--- src/rtl/p1_shift_pkg.sv ---
// Shared definitions for the P1 shift decoders and encoder: mode encoding,
// encoder FSM states and the default base pattern.
package p1_shift_pkg;

   localparam logic [1:0] MODE_LLS = 2'b00;
   localparam logic [1:0] MODE_RLS = 2'b01;
   localparam logic [1:0] MODE_LAS = 2'b10;
   localparam logic [1:0] MODE_RAS = 2'b11;

   localparam logic [4:0] P1_PATTERN_DEF = 5'b10100;

   typedef enum logic [1:0] {
      ST_IDLE   = 2'd0,
      ST_SEARCH = 2'd1,
      ST_DONE   = 2'd2
   } state_e;

endpackage

--- src/rtl/p1_shift_pat.sv ---
// Combinational P1 pattern generator: (mode, amt) -> shifted PATTERN.
// RAS sign-fills only when P1_SHIFT_ENC_SIGN_FILL_EN is defined; otherwise RAS equals RLS.
module p1_shift_pat
   import p1_shift_pkg::*;
#(
   parameter int                 WIDTH   = 5,
   parameter int                 AMT_W   = 3,
   parameter logic [WIDTH-1:0]   PATTERN = WIDTH'(P1_PATTERN_DEF)
) (
   input  logic [1:0]       mode_i,
   input  logic [AMT_W-1:0] amt_i,
   output logic [WIDTH-1:0] pat_o
);

`ifdef P1_SHIFT_ENC_SIGN_FILL_EN
   localparam logic signed [WIDTH-1:0] PAT_S = PATTERN;
`endif

   always_comb begin
      pat_o = PATTERN >> amt_i;
      case (mode_i)
         MODE_LLS, MODE_LAS: pat_o = PATTERN << amt_i;
         MODE_RLS:           pat_o = PATTERN >> amt_i;
         MODE_RAS: begin
`ifdef P1_SHIFT_ENC_SIGN_FILL_EN
            pat_o = PAT_S >>> amt_i;
`else
            // PATTERN is unsigned, so the arithmetic shift zero-fills like RLS.
            pat_o = PATTERN >> amt_i;
`endif
         end
         default:            pat_o = PATTERN >> amt_i;
      endcase
   end

endmodule

--- src/rtl/p1_shift_enc_seq.sv ---
// Sequential P1 shift encoder: sweeps every shift amount, reports smallest match, hit, ambiguity.
// Optional RAS sign fill via P1_SHIFT_ENC_SIGN_FILL_EN (handled inside p1_shift_pat).
module p1_shift_enc_seq
   import p1_shift_pkg::*;
#(
   parameter int               WIDTH   = 5,
   parameter logic [WIDTH-1:0] PATTERN = WIDTH'(P1_PATTERN_DEF),
   parameter int               AMT_W   = 3
) (
   input  logic             clk,
   input  logic             rst,
   input  logic             in_valid,
   output logic             in_ready,
   input  logic [WIDTH-1:0] in_code,
   input  logic [1:0]       in_mode,
   output logic             out_valid,
   input  logic             out_ready,
   output logic [AMT_W-1:0] out_amt,
   output logic             out_hit,
   output logic             out_multi
);

   state_e             state_q, state_d;
   logic [AMT_W-1:0]   cnt_q, cnt_d;
   logic [WIDTH-1:0]   code_q, code_d;
   logic [1:0]         mode_q, mode_d;
   logic [AMT_W-1:0]   amt_q, amt_d;
   logic               hit_q, hit_d;
   logic               multi_q, multi_d;
   logic [WIDTH-1:0]   pat;
   logic               match;

   p1_shift_pat #(
      .WIDTH   (WIDTH),
      .AMT_W   (AMT_W),
      .PATTERN (PATTERN)
   ) u_pat (
      .mode_i (mode_q),
      .amt_i  (cnt_q),
      .pat_o  (pat)
   );

   assign match     = (pat == code_q);
   assign in_ready  = (state_q == ST_IDLE);
   assign out_valid = (state_q == ST_DONE);
   assign out_amt   = amt_q;
   assign out_hit   = hit_q;
   assign out_multi = multi_q;

   always_comb begin
      state_d = state_q;
      cnt_d   = cnt_q;
      code_d  = code_q;
      mode_d  = mode_q;
      amt_d   = amt_q;
      hit_d   = hit_q;
      multi_d = multi_q;
      case (state_q)
         ST_IDLE: begin
            if (in_valid) begin
               code_d  = in_code;
               mode_d  = in_mode;
               cnt_d   = '0;
               amt_d   = '0;
               hit_d   = 1'b0;
               multi_d = 1'b0;
               state_d = ST_SEARCH;
            end
         end
         ST_SEARCH: begin
            if (match) begin
               if (!hit_q) begin
                  amt_d = cnt_q;
                  hit_d = 1'b1;
               end else begin
                  multi_d = 1'b1;
               end
            end
            // No early exit: latency is fixed regardless of where the match lands.
            cnt_d = cnt_q + 1'b1;
            if (cnt_q == {AMT_W{1'b1}}) begin
               state_d = ST_DONE;
            end
         end
         ST_DONE: begin
            if (out_ready) begin
               state_d = ST_IDLE;
            end
         end
         default: state_d = ST_IDLE;
      endcase
   end

   always_ff @(posedge clk) begin
      if (rst) begin
         state_q <= ST_IDLE;
         cnt_q   <= '0;
         code_q  <= '0;
         mode_q  <= MODE_LLS;
         amt_q   <= '0;
         hit_q   <= 1'b0;
         multi_q <= 1'b0;
      end else begin
         state_q <= state_d;
         cnt_q   <= cnt_d;
         code_q  <= code_d;
         mode_q  <= mode_d;
         amt_q   <= amt_d;
         hit_q   <= hit_d;
         multi_q <= multi_d;
      end
   end

endmodule

--- config.mk ---
export PLATFORM = sky130hd
export DESIGN_NAME = p1_shift_enc_seq
export DESIGN_NICKNAME = d
export VERILOG_FILES = /design/src/rtl/p1_shift_pkg.sv /design/src/rtl/p1_shift_pat.sv /design/src/rtl/p1_shift_enc_seq.sv
export SDC_FILE = /design/constraint.sdc
export NUM_CORES = 1
export LEC_CHECK = 0
export ABC_AREA = 1
export BUFFER_PORTS_ARGS = -buffer_cell sky130_fd_sc_hd__buf_4
export CAP_MARGIN = 20
export CORE_AREA = 4 4 47 49
export DETAILED_ROUTE_END_ITERATION = 7
export DIE_AREA = 0 0 51 53
export PLACE_DENSITY_LB_ADDON = 0.3
export SETUP_SLACK_MARGIN = 0.15
export SYNTH_ARGS = -nofsm -noshare
export SYNTH_HDL_FRONTEND = slang
export SYNTH_SLANG_ARGS = --single-unit
--- constraint.sdc ---
create_clock -name clk -period 2 [get_ports clk]
set_input_delay 0.1 -clock clk [delete_from_list [all_inputs] [get_ports clk]]
set_output_delay 0.1 -clock clk [all_outputs]
set_load 0.02 [all_outputs]
== After elaboration in Yosys (flattened, before gate mapping) ==
Cells that the tools add are included.

* Register bits after elaboration: 17
* Input port bits: 11

* Multiplexer cells: 16
* Equality and inequality tests: 13
* Shifts and indexed selects: 2
* Reduce and logical (&&, ||, !) cells: 11
* Add/subtract/negate cells: 1

{| class="wikitable"
|+ Operators with widths
! cell !! number
|-
| $pmux W3 S2 || 2
|-
| $ne A2 B2 Y1 const B || 5
|-
| $pmux W5 S2 || 1
|-
| $mux W3 || 3
|-
| $reduce_and A4 Y1 || 2
|-
| $eq A2 B2 Y1 const B || 3
|-
| $mux W2 || 3
|-
| $pmux W2 S3 || 1
|-
| $reduce_and A3 Y1 || 2
|-
| $eq A5 B5 Y1 || 1
|-
| $shl A5 B3 Y5 const A || 1
|-
| $shr A5 B3 Y5 const A || 1
|-
| $eq A2 B1 Y1 const B || 2
|-
| $logic_not A2 Y1 || 2
|-
| $mux W1 || 4
|-
| $pmux W1 S2 || 2
|-
| $reduce_and A2 Y1 || 2
|-
| $reduce_or A2 Y1 || 2
|-
| $add A3 B1 Y3 const B || 1
|-
| $eq A3 B3 Y1 const B || 1
|-
| $ne A2 B1 Y1 const B || 1
|-
| $reduce_bool A2 Y1 || 1
|}

== Longest topological paths before layout ==
Gate-level depths: netlist of run 1.

* Depth in word-level cells: 6
* Mapped depth: 14
* Gate-level depth less buffers: 14

== Hierarchy ==
Synthesis of run 1 repeated with hierarchy kept, for this count alone.

* Cell total of the unflattened synthesis: 132
* Area, all modules: 907.1 sq um

{| class="wikitable"
|+ By module, submodules not included
! module !! area an instance (sq um) !! times used !! seq. area each (sq um) !! cells each
|-
| p1_shift_enc_seq || 840.8 || 1 || 340.3 || 117
|-
| p1_shift_pat || 66.3 || 1 || 0.0 || 15
|}

== Least setup slack after synthesis of run 1 ==
OpenSTA, ideal clock, no wires.

* Path kind: reg-to-reg
* Start point: reg cnt_q[0]
* End point: reg amt_q[1] (netlist: out_amt[1])
* Arrival: 1.359 ns
* Clock period less this slack: 1.471 ns
* Stages on the path, launching flop included: 13
* Path slack: 0.529 ns
* Setup time: 0.112 ns
* Cells stage by stage: dfxtp_1 -> inv_1 -> ha_1 -> nand3_1 -> nand2_1 -> nand2_1 -> nand2_2 -> nor2_4 -> nand2_2 -> nand2_4 -> nand3_1 -> nand2_1 -> nor2_1

* Cells in the longest elaborated chain, start to end: 5
* Elaborated cells between the ends (all ways): 6
* Classes of those cells: eq/ne (2); shift (2); mux (1); reduce/logical (1)

{| class="wikitable"
|+ RTL lines
! item !! line !! RTL
|-
| start, declared || p1_shift_enc_seq.sv:24 || <nowiki>logic [AMT_W-1:0] cnt_q, cnt_d;</nowiki>
|-
| start signal, assigned || p1_shift_enc_seq.sv:105 || <nowiki>cnt_q <= cnt_d;</nowiki>
|-
| $shr A5 B3 Y5 or $shl A5 B3 Y5 (tied branches) || p1_shift_pat.sv:23, p1_shift_pat.sv:29, p1_shift_pat.sv:22 ||
|-
| $pmux W5 S2 * || p1_shift_pat.sv:21 || <nowiki>case (mode_i)</nowiki>
|-
| $eq A5 B5 Y1 * || p1_shift_enc_seq.sv:43 || <nowiki>assign match = (pat == code_q);</nowiki>
|-
| $ne A2 B2 Y1 (no line) * || - ||
|-
| $reduce_and A4 Y1 (no line) * || - ||
|-
| end signal, assigned || p1_shift_enc_seq.sv:108 || <nowiki>amt_q <= amt_d;</nowiki>
|-
| end, declared || p1_shift_enc_seq.sv:27 || <nowiki>logic [AMT_W-1:0] amt_q, amt_d;</nowiki>
|}

Mark *: on every way between the ends. The rest lies on a longest branch, timed or not.
A chain may end at the register's enable or synchronous reset.

== Worst setup path in the final report of run 1 ==
Same ends and word-level chain as after synthesis.

==> results of run 1 <==
[flip-flops by register name, indices dropped and copies added (netlist names)]
name and flops:
out_amt 3, out_multi 1, mode_q 1, out_hit 1, code_q 5, state_q 2
cnt_q 3
[layout make-up]
type / count / area share (%)
multi-input cells: 91 / 45.83
inverters: 17 / 6.071
repair buffers: 17 / 12.14
clock buffers: 3 / 2.143
flip-flops and latches: 16 / 30.60
well taps: 27 / 3.214
[worst register-to-register path, delay by kind of cell (launching register included)]
kind	cells	cell delay, ps
fa+ha+maj	1	230
buf+inv	1	80
flops	1	380
simple gates	11	850
[metrics by stage]
stage          util (%)  std cells
6_report          56.45        171
2_1_floorplan         -        127
3_5_place_dp      55.17        168
4_1_cts           56.38        171
3_3_place_gp      55.17        168
5_1_grt           56.45        171
[power by group]
part / internal (mW) / total, mW / switching [mW] / leakage, nW
Combinational: 0.0667 / 0.167 / 0.100 / 0.338
Sequential: 0.339 / 0.354 / 0.0143 / 0.132
Clock: 0.0701 / 0.167 / 0.0974 / 0.0138
Total: 0.476 / 0.688 / 0.212 / 0.483
[worst paths after layout]
| path | startpoint | end | slack [ps] | depth (start not counted) |
|---|---|---|---|---|
| hold / removal | rst | cnt_q[1]$_SDFFE_PP0P_ | 50 | 2 |
| hold reg to reg | out_amt[0]$_SDFFE_PP0P_ | out_amt[0]$_SDFFE_PP0P_ | 470 | 2 |
| setup / recovery | cnt_q[0]$_SDFFE_PP0P_ | out_amt[1]$_SDFFE_PP0P_ | 390 | 13 |
| setup reg to reg | cnt_q[0]$_SDFFE_PP0P_ | out_amt[1]$_SDFFE_PP0P_ | 390 | 13 |
[layout by cell type (no fill, tap or decap)]
cell      Yosys  layout
nor3_1        1       1
nand2_1      32      32
nand2_4       2       2
inv_2         2       2
nand4_1       1       1
nand3_1      12      12
o21ai_1       2       2
o21a_1        1       1
dfxtp_1      16      15
ha_1          5       5
nand2_2       5       5
buf_4         0      17
inv_1        15      15
nor2_2        1       1
o21ai_4       1       1
nor2_4        1       1
o21ai_0       4       4
clkbuf_4      0       3
nor2_1       10      10
dfxtp_2       0       1
a21oi_1      13      13
[repair_timing]
item                       in CTS  in global routing
gates resized for setup         0                  1
setup endpoints to repair       0                  2
setup buffers                   0                  0
[layer usage]
layer / up-vias / share of wire [%]
met3: 5 / 3.9
met4: 0 / 3.5
met2: 14 / 46
met5: - / 0
li1: 438 / -
met1: 366 / 46
[cells by family after synthesis]
kind of cell | share of synthesized area [%]
adders and majority gates | 6.993
DFF | 35.80
buffers and inverters | 10.35
AOI/OAI and AO/OA | 13.29
and+or+nand+nor | 33.57
==> flow_summary_export.csv, run 1 <==
group,metric,value,unit
grt,globalRouteMet1Util,18.40,%
placement,numPortBuffers,16,
floorplanning,row_count,16,
synthesis,yosys_warnings,0,
setup_path,crit_path_frequent_cell,"nand2_1",
layout,final_area,1051,sq um
synthesis,ys_top_cells_by_area,"dfxtp_1 (36%), nand2_1 (13%), a21oi_1 (7.3%)",
setup_path,critPathRequiredTime,2230,ps
sta,tightest_slew,439.3,ps
sta,worst_slack,394.7,ps
floorplanning,die_area,2703,sq um
floorplanning,die_width,51,microns
grt,gr-usage-met3,3.380,%
cts,cts_sinks,16,
floorplanning,start_util,48.05,%
floorplanning,num_io_pins,18,
sta,rsz0062_at_grt,"no",
sta,finalMaxSlewViolations,0,
layout,area_growth,17.48,%
pwr,p_leak,0.4830,nW
setup_path,cp.arrival,1830,ps
sta,finalCritPeriodShare,80.26,%
synthesis,syn_area,894.6,sq um
layout,multi_input_area,481.7,sq um
cts,cts_hold_buf,0,
synthesis,syn_avg_cell_area,7.044,sq um
pwr,vdd_ir_drop_max,0.3881,mV
run_status,status,"finished, final reports clean",
grt,grt_util_met2,25.54,%
setup_path,critical_path.max_fanout,6,
sta,whs,51.97,ps
sta,relSlewSlack,70.61,%
layout,fillCellCount,196,
detailed_routing,wl_per_cell,10.25,microns
detailed_routing,dr.pass1.iters,4,
layout,fin_nets,162,
grt,grt_pass1_vias,783,
setup_path,slowest_stage,"dfxtp_2",
synthesis,synth_top_area_share,35.80,%
sta,setup_viol,0,
layout,seq_area,321.6,sq um
setup_path,critPathMaxStageDelay,380,ps
setup_path,critical_path_buf_inv_count,1,
grt,grt_first_pass_wirelength,3180,microns
sta,hold_viol_final,0,
floorplanning,core,1862,sq um
setup_path,worstPathCellList,"inv_1, ha_1, nand3_1, nand2_1, nand2_1, nand2_2, nor2_4, nand2_2, nand2_4, nand2_4, nand2_1, nand2_1, nor2_1",
cts,clkTransAtPathRegs,90,ps
cts,cts_tree,"done",
pwr,finalPower,0.6879,mW
cts,cts_buffer_depth,2,
detailed_routing,vias_per_cell,4.813,
grt,busiest_layer,"met2",
placement,pre_cts_slack,373.2,ps
synthesis,synth_seq_cells,16,
grt,antenna_found_initial,0,
layout,n_antenna_cell,0,
detailed_routing,drc_errors,0,
setup_path,startpoint_type,"flip-flop",
grt,gr-total-overflow,0,
cts,cts_buffers,3,
placement,gp_congestion,0.7988,
detailed_routing,num_vias,823,
floorplanning,die_h,53,microns
synthesis,syn_inst,127,
sta,fmax,623.0,MHz
synthesis,yosysSeqAreaShare,35.80,%
synthesis,ys_async_sr_fraction,0,%
setup_path,worstSetupEndpointType,"flip-flop",
job,cap_violations,0,
setup_path,cp_top_family,"simple AND/OR/NAND/NOR gates",
synthesis,yosysMostFrequentCell,"nand2_1",
grt,grt_usage,16.08,%
sta,fin_crit,1605,ps
cts,cts-root-buf,"clkbuf_4",
synthesis,synth_nets,143,
pwr,power_density,654.5,nW/um^2
detailed_routing,drtIter0Drc,15,
synthesis,synth_largest_area_cell,"dfxtp_1",
cts,clkLatencyLatePin,290,ps
grt,grt_max_degree,17,
synthesis,ys_types,21,
synthesis,synth-edff-count,0,
min_path,hold_path.class,"input port to flip-flop",
synthesis,netlist_top_cells_count,"nand2_1 (32), dfxtp_1 (16), inv_1 (15)",
placement,placed_area,1027,sq um
layout,layout-drive-gt1-share,22.92,%
detailed_routing,wl,1752,microns
sta,setup_tns,0,ps
placement,dpl.hpwl,1325,microns
detailed_routing,postRouteAntennaNets,0,
sta,clock_skew,2.592,ps
setup_path,crit_type,"flip-flop to flip-flop",
synthesis,synth_flop_cell,"dfxtp_1",
cts,htree_levels,1,
(Power assumes the default switching activity.)
==> run 2, diff against run 1 <==
clock period = 1.55 ns   (was 2 ns; I/O delays follow)
==> flow_summary_export.csv, run 2 (synthesis gave the netlist of run 1 again) <==
group,metric,value,unit
run_status,status,"finished, final reports clean",
setup_path,critPathMaxStageDelay,380,ps
sta,relSlewSlack,84.44,%
layout,seq_area,327.8,sq um
cts,clkTransAtPathRegs,100,ps
sta,fin_crit,1526,ps
detailed_routing,vias_per_cell,4.860,
cts,htree_levels,1,
floorplanning,die_h,53,microns
floorplanning,num_io_pins,18,
floorplanning,start_util,48.05,%
setup_path,slowest_stage,"dfxtp_4",
pwr,power_density,839.6,nW/um^2
setup_path,crit_type,"flip-flop to flip-flop",
setup_path,worstPathCellList,"inv_6, ha_4, nand2_2, nand2_2, nand2_1, nand2_1, nand2_1, nor2_2, nand2_2, nand2_4, nand3_1, nand2_2, nor2_2",
floorplanning,row_count,16,
min_path,hold_path.class,"input port to flip-flop",
cts,cts_buffer_depth,2,
detailed_routing,num_vias,870,
layout,area_growth,33.29,%
job,cap_violations,0,
sta,finalMaxSlewViolations,0,
cts,cts_buffers,3,
cts,clkLatencyLatePin,290,ps
setup_path,critical_path.max_fanout,6,
cts,cts-root-buf,"clkbuf_4",
sta,rsz0062_at_grt,"yes",
floorplanning,core,1862,sq um
detailed_routing,drtIter0Drc,15,
layout,regMostFlops,"code_q",
pwr,p_leak,0.5335,nW
sta,whs,12.94,ps
sta,setup_viol,0,
grt,antenna_found_initial,0,
layout,final_area,1192,sq um
layout,layout_common_cells,"nand2_1 (25), buf_4 (23), dfxtp_1 (14)",
layout,fillCellCount,184,
setup_path,cp.arrival,1720,ps
placement,placed_area,1071,sq um
floorplanning,die_width,51,microns
detailed_routing,postRouteAntennaNets,0,
layout,layout_commonest_cell,"nand2_1",
setup_path,worstSetupEndpointType,"flip-flop",
sta,setup_tns,0,ps
sta,finalCritPeriodShare,98.43,%
sta,clock_skew,5.653,ps
grt,grt_pass1_vias,822,
floorplanning,die_area,2703,sq um
layout,n_antenna_cell,0,
grt,grt_usage,16.74,%
placement,gp_congestion,0.8685,
sta,hold_viol_final,0,
setup_path,startpoint_type,"flip-flop",
cts,cts_hold_buf,0,
grt,gr-total-overflow,0,
cts,cts_tree,"done",
sta,fmax,655.4,MHz
detailed_routing,wl_per_cell,11.55,microns
grt,grt_max_degree,13,
detailed_routing,drc_errors,0,
detailed_routing,dr.pass1.iters,5,
placement,placedCellCount,173,
placement,numPortBuffers,16,
layout,largest_reg_flops,5,
detailed_routing,wl,2068,microns
sta,tightest_slew,232.5,ps
layout,layout-drive-gt1-share,36.18,%
layout,multi_input_area,539.3,sq um
layout,fin_nets,169,
pwr,vdd_ir_drop_max,0.5702,mV
grt,grt_first_pass_wirelength,3381,microns
cts,cts_sinks,16,
setup_path,crit_path_frequent_cell,"nand2_2",
layout,fin_util,64.05,%
placement,dpl.hpwl,1416,microns
layout,stdcell_count,179,
setup_path,critPathRequiredTime,1740,ps
## run 2: changes by cell type in the layout (fill, tap and decap cells not counted), moves of 2 or more
cell | previous run | this run
ha_1 | 5 | 2
buf_4 | 17 | 23
nand2_2 | 5 | 12
nand2_1 | 32 | 25
inv_1 | 15 | 13
ha_4 | 0 | 3
dfxtp_4 | 0 | 2
## run 2: what timing repair did
item                       in CTS  in global routing
setup buffers                   1                  1
pin swaps                       4                  6
gates resized for setup        12                  9
setup endpoints to repair       4                  4
## run 2: area by class of cell
cell class                      count  area share [%]
Multi-Input combinational cell     91           45.23
Clock buffer                        4           3.043
Tap cell                           27           2.833
Timing Repair Buffer               24           15.42
Inverter                           17           5.981
Sequential cell                    16           27.49
## run 2: layer usage
metal  GRT usage [%]  share of wire [%]  vias up  wire [microns]
met2           30.47                 54       25            1118
met3           4.789                5.3        2             110
met1           18.06                 40      392             829
met4           6.726               0.48        0              10
li1                -                  -      451               -
met5               0                  0        -               0
## run 2: final timing paths
path                                        startpoint                       to  slack, ps  depth (start not counted)
worst max-delay path             cnt_q[0]$_SDFFE_PP0P_  out_amt[2]$_SDFFE_PP0P_         20                         13
worst max register to register   cnt_q[0]$_SDFFE_PP0P_  out_amt[2]$_SDFFE_PP0P_         20                         13
worst min register to register  out_multi$_SDFFE_PP0P_   out_multi$_SDFFE_PP0P_        480                          2
worst min-delay path                               rst  out_amt[2]$_SDFFE_PP0P_         10                          2
## run 2: worst max-delay path, delay by kind of cell, from the launching register on
family / cells / cell delay, ps
flops: 1 / 380
fa+ha+maj: 1 / 140
buf+inv: 1 / 70
simple gates: 11 / 830
## run 2: power breakdown
part | switching (mW) | total (mW) | internal [mW]
logic | 0.147 | 0.259 | 0.112
registers | 0.0214 | 0.458 | 0.436
clock network | 0.141 | 0.285 | 0.143
## run 2: through the flow
step | total power, mW | setup slack, ps
after detailed placement | 0.6942 | -5.668
after CTS | 0.9894 | 20.09
after floorplan | 0.6270 | 164.6
after global routing | 1.060 | -89.27
final | 1.001 | 24.30
after global placement | 0.6859 | 51.40
